[config.mk]
export PLATFORM = sky130hd
export DESIGN_NAME = pixel_line_buf
export DESIGN_NICKNAME = d
export VERILOG_FILES = /design/src/rtl/pixel_line_buf.sv
export SDC_FILE = /design/constraint.sdc
export NUM_CORES = 1
export LEC_CHECK = 0
export BUFFER_PORTS_ARGS = -buffer_cell sky130_fd_sc_hd__buf_2
export CORE_AREA = 5 5 213 215
export CTS_CLUSTER_DIAMETER = 100
export DETAILED_ROUTE_END_ITERATION = 10
export DIE_AREA = 0 0 218 220
export PLACE_DENSITY = 0.79
export SYNTH_ARGS = -nofsm -noshare
export SYNTH_HDL_FRONTEND = slang
export SYNTH_SLANG_ARGS = --single-unit
[constraint.sdc]
create_clock -name CLK -period 2.75 [get_ports CLK]
set_clock_uncertainty 0.15 [all_clocks]
set_input_delay 0.275 -clock CLK [delete_from_list [all_inputs] [get_ports CLK]]
set_output_delay 0.275 -clock CLK [all_outputs]
set_load 0.02 [all_outputs]
[src/rtl/pixel_line_buf.sv]
// Frames a gated pixel stream into NUM_PIXEL-pixel lines (SOL/EOL tags) and buffers them in a FWFT FIFO.
// Optional build macro PIXEL_LINE_SUM_EN adds a per-line unsigned pixel sum on LINE_SUM.
module pixel_line_buf #(
    parameter int pixelWidth = 16,
    parameter int NUM_PIXEL  = 16,
    parameter int DEPTH      = 32
) (
    input  logic                  CLK,
    input  logic                  nRST,
    input  logic                  CLR,
    input  logic                  PIXEL_VALID,
    input  logic [pixelWidth-1:0] PIXEL_DATA,
    output logic                  OUT_VALID,
    input  logic                  OUT_READY,
    output logic [pixelWidth-1:0] OUT_DATA,
    output logic                  OUT_SOL,
    output logic                  OUT_EOL,
    output logic                  LINE_DONE,
    output logic                  LINE_ERR,
    output logic [15:0]           LINE_CNT,
    output logic                  OVERFLOW
`ifdef PIXEL_LINE_SUM_EN
    ,
    output logic [pixelWidth+7:0] LINE_SUM
`endif
);

    localparam int AW = $clog2(DEPTH);
    localparam int PW = AW + 1;
    localparam int IW = $clog2(NUM_PIXEL);
    localparam int EW = pixelWidth + 2;

    typedef enum logic {eIdle, eLine} state_t;

    state_t          state_q, state_d;
    logic [IW-1:0]   idx_q, idx_d;
    logic [PW-1:0]   rd_ptr_q, rd_ptr_d, wr_ptr_q, wr_ptr_d;
    logic            line_done_q, line_done_d;
    logic            line_err_q, line_err_d;
    logic [15:0]     line_cnt_q, line_cnt_d;
    logic            overflow_q, overflow_d;

    logic [EW-1:0]   mem_q [DEPTH];
    logic [EW-1:0]   head;
    logic            empty, full, do_read, do_write, pix_sol, pix_eol;

    always_comb begin
        empty    = (rd_ptr_q == wr_ptr_q);
        full     = (rd_ptr_q[AW] != wr_ptr_q[AW]) && (rd_ptr_q[AW-1:0] == wr_ptr_q[AW-1:0]);
        pix_sol  = (idx_q == '0);
        pix_eol  = (idx_q == IW'(NUM_PIXEL - 1));
        do_read  = OUT_READY && !empty && !CLR;
        // A full FIFO still takes the pixel when the head leaves in the same cycle.
        do_write = PIXEL_VALID && (!full || do_read) && !CLR;

        state_d     = state_q;
        idx_d       = idx_q;
        rd_ptr_d    = rd_ptr_q;
        wr_ptr_d    = wr_ptr_q;
        line_done_d = 1'b0;
        line_err_d  = 1'b0;
        line_cnt_d  = line_cnt_q;
        overflow_d  = overflow_q;

        if (CLR) begin
            state_d    = eIdle;
            idx_d      = '0;
            rd_ptr_d   = '0;
            wr_ptr_d   = '0;
            line_cnt_d = '0;
            overflow_d = 1'b0;
        end else begin
            if (do_read)
                rd_ptr_d = rd_ptr_q + PW'(1);
            if (do_write)
                wr_ptr_d = wr_ptr_q + PW'(1);
            if (PIXEL_VALID && !do_write)
                overflow_d = 1'b1;

            if (PIXEL_VALID) begin
                state_d = eLine;
                if (pix_eol) begin
                    idx_d       = '0;
                    line_done_d = 1'b1;
                    line_cnt_d  = line_cnt_q + 16'd1;
                end else begin
                    idx_d = idx_q + IW'(1);
                end
            end else if (state_q == eLine) begin
                line_err_d = (idx_q != '0);
                idx_d      = '0;
                state_d    = eIdle;
            end
        end
    end

    always_ff @(posedge CLK or negedge nRST) begin
        if (!nRST) begin
            state_q     <= eIdle;
            idx_q       <= '0;
            rd_ptr_q    <= '0;
            wr_ptr_q    <= '0;
            line_done_q <= 1'b0;
            line_err_q  <= 1'b0;
            line_cnt_q  <= '0;
            overflow_q  <= 1'b0;
        end else begin
            state_q     <= state_d;
            idx_q       <= idx_d;
            rd_ptr_q    <= rd_ptr_d;
            wr_ptr_q    <= wr_ptr_d;
            line_done_q <= line_done_d;
            line_err_q  <= line_err_d;
            line_cnt_q  <= line_cnt_d;
            overflow_q  <= overflow_d;
        end
    end

    always_ff @(posedge CLK) begin
        if (do_write)
            mem_q[wr_ptr_q[AW-1:0]] <= {pix_sol, pix_eol, PIXEL_DATA};
    end

    // Storage is never reset, so the head is masked to zero while the FIFO is empty.
    assign head      = mem_q[rd_ptr_q[AW-1:0]];
    assign OUT_VALID = !empty;
    assign OUT_DATA  = empty ? '0 : head[pixelWidth-1:0];
    assign OUT_EOL   = empty ? 1'b0 : head[pixelWidth];
    assign OUT_SOL   = empty ? 1'b0 : head[pixelWidth+1];
    assign LINE_DONE = line_done_q;
    assign LINE_ERR  = line_err_q;
    assign LINE_CNT  = line_cnt_q;
    assign OVERFLOW  = overflow_q;

`ifdef PIXEL_LINE_SUM_EN
    logic [pixelWidth+7:0] acc_q, acc_d, sum_q, sum_d, sum_next;

    always_comb begin
        sum_next = (pix_sol ? '0 : acc_q) + {8'd0, PIXEL_DATA};
        acc_d    = acc_q;
        sum_d    = sum_q;
        if (CLR) begin
            acc_d = '0;
        end else if (PIXEL_VALID) begin
            acc_d = sum_next;
            if (pix_eol)
                sum_d = sum_next;
        end
    end

    always_ff @(posedge CLK or negedge nRST) begin
        if (!nRST) begin
            acc_q <= '0;
            sum_q <= '0;
        end else begin
            acc_q <= acc_d;
            sum_q <= sum_d;
        end
    end

    assign LINE_SUM = sum_q;
`endif

endmodule

* After elaboration in Yosys (flattened, before gate mapping)
Memory sizes are Yosys's and may differ from the RTL's.
Cells that the tools add are included.
** Operators by class
- Equality and inequality tests :: 4
- Add/subtract/negate cells :: 4
- Reduce and logical (&&, ||, !) cells :: 20
- Mux-type cells :: 26
** Operator list (count)
- two-way mux 16 bit :: 4
- two-way mux 6 bit :: 4
- adder 16 x 1 -> 16 bit (second input constant) :: 1
- two-way mux 4 bit :: 4
- two-way mux 1 bit :: 14
- adder 6 x 1 -> 6 bit (second input constant) :: 2
- nonzero test 2 bit :: 5
- == test 6 bit :: 1
- logical AND 1 bit :: 6
- == test 5 bit :: 1
- adder 4 x 1 -> 4 bit (second input constant) :: 1
- == test 4 bit (second input constant) :: 1
- logical NOT 1 bit :: 4
- logical NOT 4 bit :: 1
- nonzero test 4 bit :: 1
- nonzero test 3 bit :: 1
- AND reduction 2 bit :: 1
- logical OR 1 bit :: 1
- inequality test 1 bit :: 1
** Storage, ports and cells
- Bits of input ports :: 21
- Output and inout port bits :: 38
- Word-level logic and storage cells :: 63
- Memory bits (writable) :: 576
- Memories kept :: 1
- Flip-flop bits (word level) :: 36
** Memories
- mem_q :: words 32, width 18, rd ports 1, clocked after Yosys merged registers in 0, wr ports 1, RTL line 43 : logic [EW-1:0] mem_q [DEPTH];

* Logic depth before layout (Yosys ltp)
- Word-level depth :: 11
- Depth in mapped cells :: 8
- Gate-level depth less buffers :: 6

* Least setup slack after synthesis
OpenSTA, ideal clock, no wires.
- Path kind :: register to register
- Start point :: reg rd_ptr_q[0]
- End point :: mem mem_q[15][0] (netlist name) (enable)
- Setup slack :: 0.047 ns
- Library setup time :: 0.393 ns
- Required time :: 2.207 ns
- Path buffers :: 1
- Period minus slack after synthesis :: 2.703 ns
- Arrival :: 2.160 ns
- Cell stages (with the launch flop) :: 7
- Path through :: dfrtp_1 buf_6 xor2_1 or3_1 o31a_1 nand2_2 nor2_1
** On the way
- Word-level cells in the longest chain between the ends :: 9
- Elaborated cells on any way between the ends :: 12
- Classes of those cells :: eq/ne (2); mux (2); reduce/logical (8)
** Ends and longest elaborated chain
- start, declared :: RTL line 37 : logic [PW-1:0] rd_ptr_q, rd_ptr_d, wr_ptr_q, wr_ptr_d;
- start signal, assigned :: RTL line 110 : rd_ptr_q <= rd_ptr_d;
- == test 6 bit :: RTL line 48 : empty = (rd_ptr_q == wr_ptr_q);
- logical NOT 1 bit :: RTL line 52 : do_read = OUT_READY && !empty && !CLR;
- logical AND 1 bit (2 in a row) :: RTL line 52
- logical OR 1 bit (*) :: RTL line 54 : do_write = PIXEL_VALID && (!full || do_read) && !CLR;
- logical AND 1 bit (*) (2 in a row) :: RTL line 54
- two-way mux 1 bit (*) :: RTL line 120 : if (do_write)
- two-way mux 1 bit (implied by the code) (*) :: RTL line 121 : mem_q[wr_ptr_q[AW-1:0]] <= {pix_sol, pix_eol, PIXEL_DATA};
- end, declared :: RTL line 43
Every way passes the cells marked *; elsewhere a longest branch is shown, timed or not.

* Worst setup path after layout
- Start point :: reg rd_ptr_q[0]
- End point :: out OUT_DATA[1]
** On the way
- Word-level cells in the longest chain between the ends :: 2
- Elaborated cells on any way between the ends :: 3
- Classes of those cells :: eq/ne (1); mux (1); memory (1)
** Ends and longest elaborated chain
- memory read (32 x 18 bit) / == test 6 bit (equally long branches)
- two-way mux 16 bit (*) :: RTL line 127 : assign OUT_DATA = empty ? '0 : head[pixelWidth-1:0];
- end, declared :: RTL line 15 : output logic [pixelWidth-1:0] OUT_DATA,
Marks and branches as above.

==> results.txt <==
CP max-delay cell: mux4_2
Unique masters post-synth: 45
Synthesized area: 0.0239 mm^2
Seq. cell area: 0.0182 mm^2
Final Instance Area: 0.0284 mm^2
Area contributors post-synth: edfxtp_1, mux4_2, dfrtp_1
CTS root buf: clkbuf_16
Cells after DPL: 1829
Final hold viol count: 0
Fin Hold WS: 0.0467 ns
Max Slew Vio Count: 0
Synth async-reset ratio: 5.88%
Power Dens Cells: 750 mW/mm^2
Share of cells above drive strength 1: 37.3%
Syn_nets: 1187
FF-to-FF Start: rd_ptr_q[0]
Die H: 220 um
DR pass1 iterations: 5
Worst Tran Pin Value: 0.843 ns
Layout Cells excl Fill: 1955
Compound-Gate Fraction of Synth Area: 3.74%
Detail Route Antenna Nets: 0
Worst-path cell chain: buf_12 -> buf_6 -> buf_16 -> mux4_2 -> a22oi_2 -> nand2_1 -> a22o_4 -> buf_2
Vias/cell: 6.37
Critical path capture point type: output port
Area of the multi-input gates: 0.00580 mm^2
Worst setup startpoint: rd_ptr_q[0]
Met2 Use GR: 42.2%
Hold WC Path Type: input port to register
Synth Instances: 1158
LEAKAGE: 0.00911 uW
Final Power: 21300 uW
Largest net degree at the start of global routing: 42
Wirelength per Cell: 29.2 um
Clock Path Buffers: 3
Detailed-route wire length: 57100 um
Failing checks: setup timing
Unrepaired setup endpoints after global routing: true
Rel. slew slack: 43.8%
Fmax: 0.308 GHz
Port Buf Inserts: 58
Mean area per synthesized cell: 20.6 um^2
Number of global-route vias before repair: 13.0k
Commonest cells in the netlist: edfxtp_1, mux4_2, a22oi_1, nor2_1, nand2_1
Initial core utilization: 54.9%
Post-synth EDFFs: 576
DIE AREA: 0.0480 mm^2
Grt ovf: 0
Post-Synth Adder-Cell Area: 0.419%
GP Congestion: 0.851
Crit path DAT: 2.82 ns
Setup ws final: -0.492 ns
Initial DRC count: 1436
CTS tree: yes
Io pins: 59
HP Start: PIXEL_DATA[1]
Setup_tns: -7.69 ns
Row count: 77
Gr usage total: 24.0%
Synth Warn #: 0
Critical path buffers and inverters: 4
Area Overhead vs Synth: 18.8%
Mux contribution to synthesized area: 13.7%
Final period util: 118%
Nets: 1351
Met3 usage: 3.70%
Gr busiest metal: met2
Crit path kind: register to output port
Critical path's largest stage delay: 0.53 ns
GR Util met1: 31.0%
Setup-failing EPs final: 18
# fillers: 2719
Largest family of logic cells by synthesized area: multiplexers
Cell taking the most area after synthesis: edfxtp_1
Worst-path clk slew: 0.07 ns
Clk sink count: 612
VDD IR max: 0.709 mV
XOR/XNOR Fraction of Synth Area: 1.02%
Critical Path RT: 2.33 ns
Placement-stage cell area: 0.0257 mm^2
CTS Buf Count: 56
Antenna violations before repair: 1
Vias: 12.4k
Status: finished with violations
Die Wd: 218 um
Seq/Total Area, Yosys: 76.2%
Most frequent cell after synthesis: edfxtp_1
Post-Synth Simple-Gate Area: 3.31%
Worst-path maximum fanout: 8
# DRC: 0
CP top delay family: buffers and inverters
First-pass GRT wire length: 84500 um
Depth of the CTS H-tree: 2
Setup crit start kind: register
Max cap viols: 0
Core Region: 0.0435 mm^2
Worst skew pair latency: 0.59 ns
HPWL Detailed: 30700 um
Yosys top cell area share: 72.4%
Number of synthesized register bits: 612
Crit path time final: 3.24 ns
Synth Flop Type: edfxtp_1
-- final timing paths --
check,end,slack [ns],depth (start not counted)
setup / recovery,OUT_DATA[1],-0.49,8
hold / removal,mem_q[25][1],0.05,1
setup reg to reg,mem_q[2][9],0.08,8
hold reg to reg,OVERFLOW,0.38,2
max in group asynchronous,rd_ptr_q[0],1.63,2
min in group asynchronous,OVERFLOW,0.21,2
-- power breakdown --
group | switching, uW | leakage [uW] | internal [uW]
registers | 24.3 | 0.00568 | 10200
logic | 1630 | 0.00256 | 1760
clock network | 3310 | 0.000864 | 4330
-- through the flow --
stage	worst slack, ns	utilization, %
4_1_cts	-0.486	64.6
5_1_grt	-0.542	65.2
6_report	-0.492	65.2
3_3_place_gp	0.00297	59.1
3_5_place_dp	-0.0154	59.1
2_1_floorplan	0.0474	-
-- cell families (layout without fill, tap and decap cells) --
kind of cell	count (synthesis)	after routing
flops	612	612
compound gates	117	117
simple gates	173	173
buf+inv	74	278
fa+ha+maj	8	8
mux	147	147
other cells	0	1
xor+xnor	27	27
-- layout by cell type (no fill, tap or decap), drive strengths merged, types with 18 or more instances in the layout --
master and instances:
clkbuf 64, nand2 51, clkinv 22, a22oi 72, buf 162, a22o 18
edfxtp 576, mux4 144, nor2 72, dfrtp 36
-- layout make-up --
type                            instances  area share (%)
Antenna cell                            1         0.00881
Clock buffer                           63            5.10
Clock inverter                         35            1.19
Inverter                               11           0.145
Multi-Input combinational cell        472            20.4
Sequential cell                       612            64.1
Tap cell                              592            2.61
Timing Repair Buffer                  169            6.39
-- flip-flops by register name (all words and copies together) (netlist names) --
name       count
idx_q          4
OVERFLOW       1
state_q        1
wr_ptr_q       6
LINE_ERR       1
rd_ptr_q       6
mem_q        576
LINE_CNT      16
LINE_DONE      1
-- per-layer routing --
metal | part of all wire, % | vias up
met2 | 53 | 737
met4 | 3.4 | 0
met5 | 0 | -
li1 | - | 5110
met3 | 8.7 | 117
met1 | 35 | 6480
-- what timing repair did --
action                                  4_1_cts  5_1_grt
setup buffers                                13        4
endpoints found under the setup margin      100      148
pin swaps                                    21       31
gates cloned                                  5        1
hold buffers                                  5        0
gates resized for setup                      64       53
hold endpoints to repair                     46        0
No activity file was read; power rests on OpenSTA's default activity.
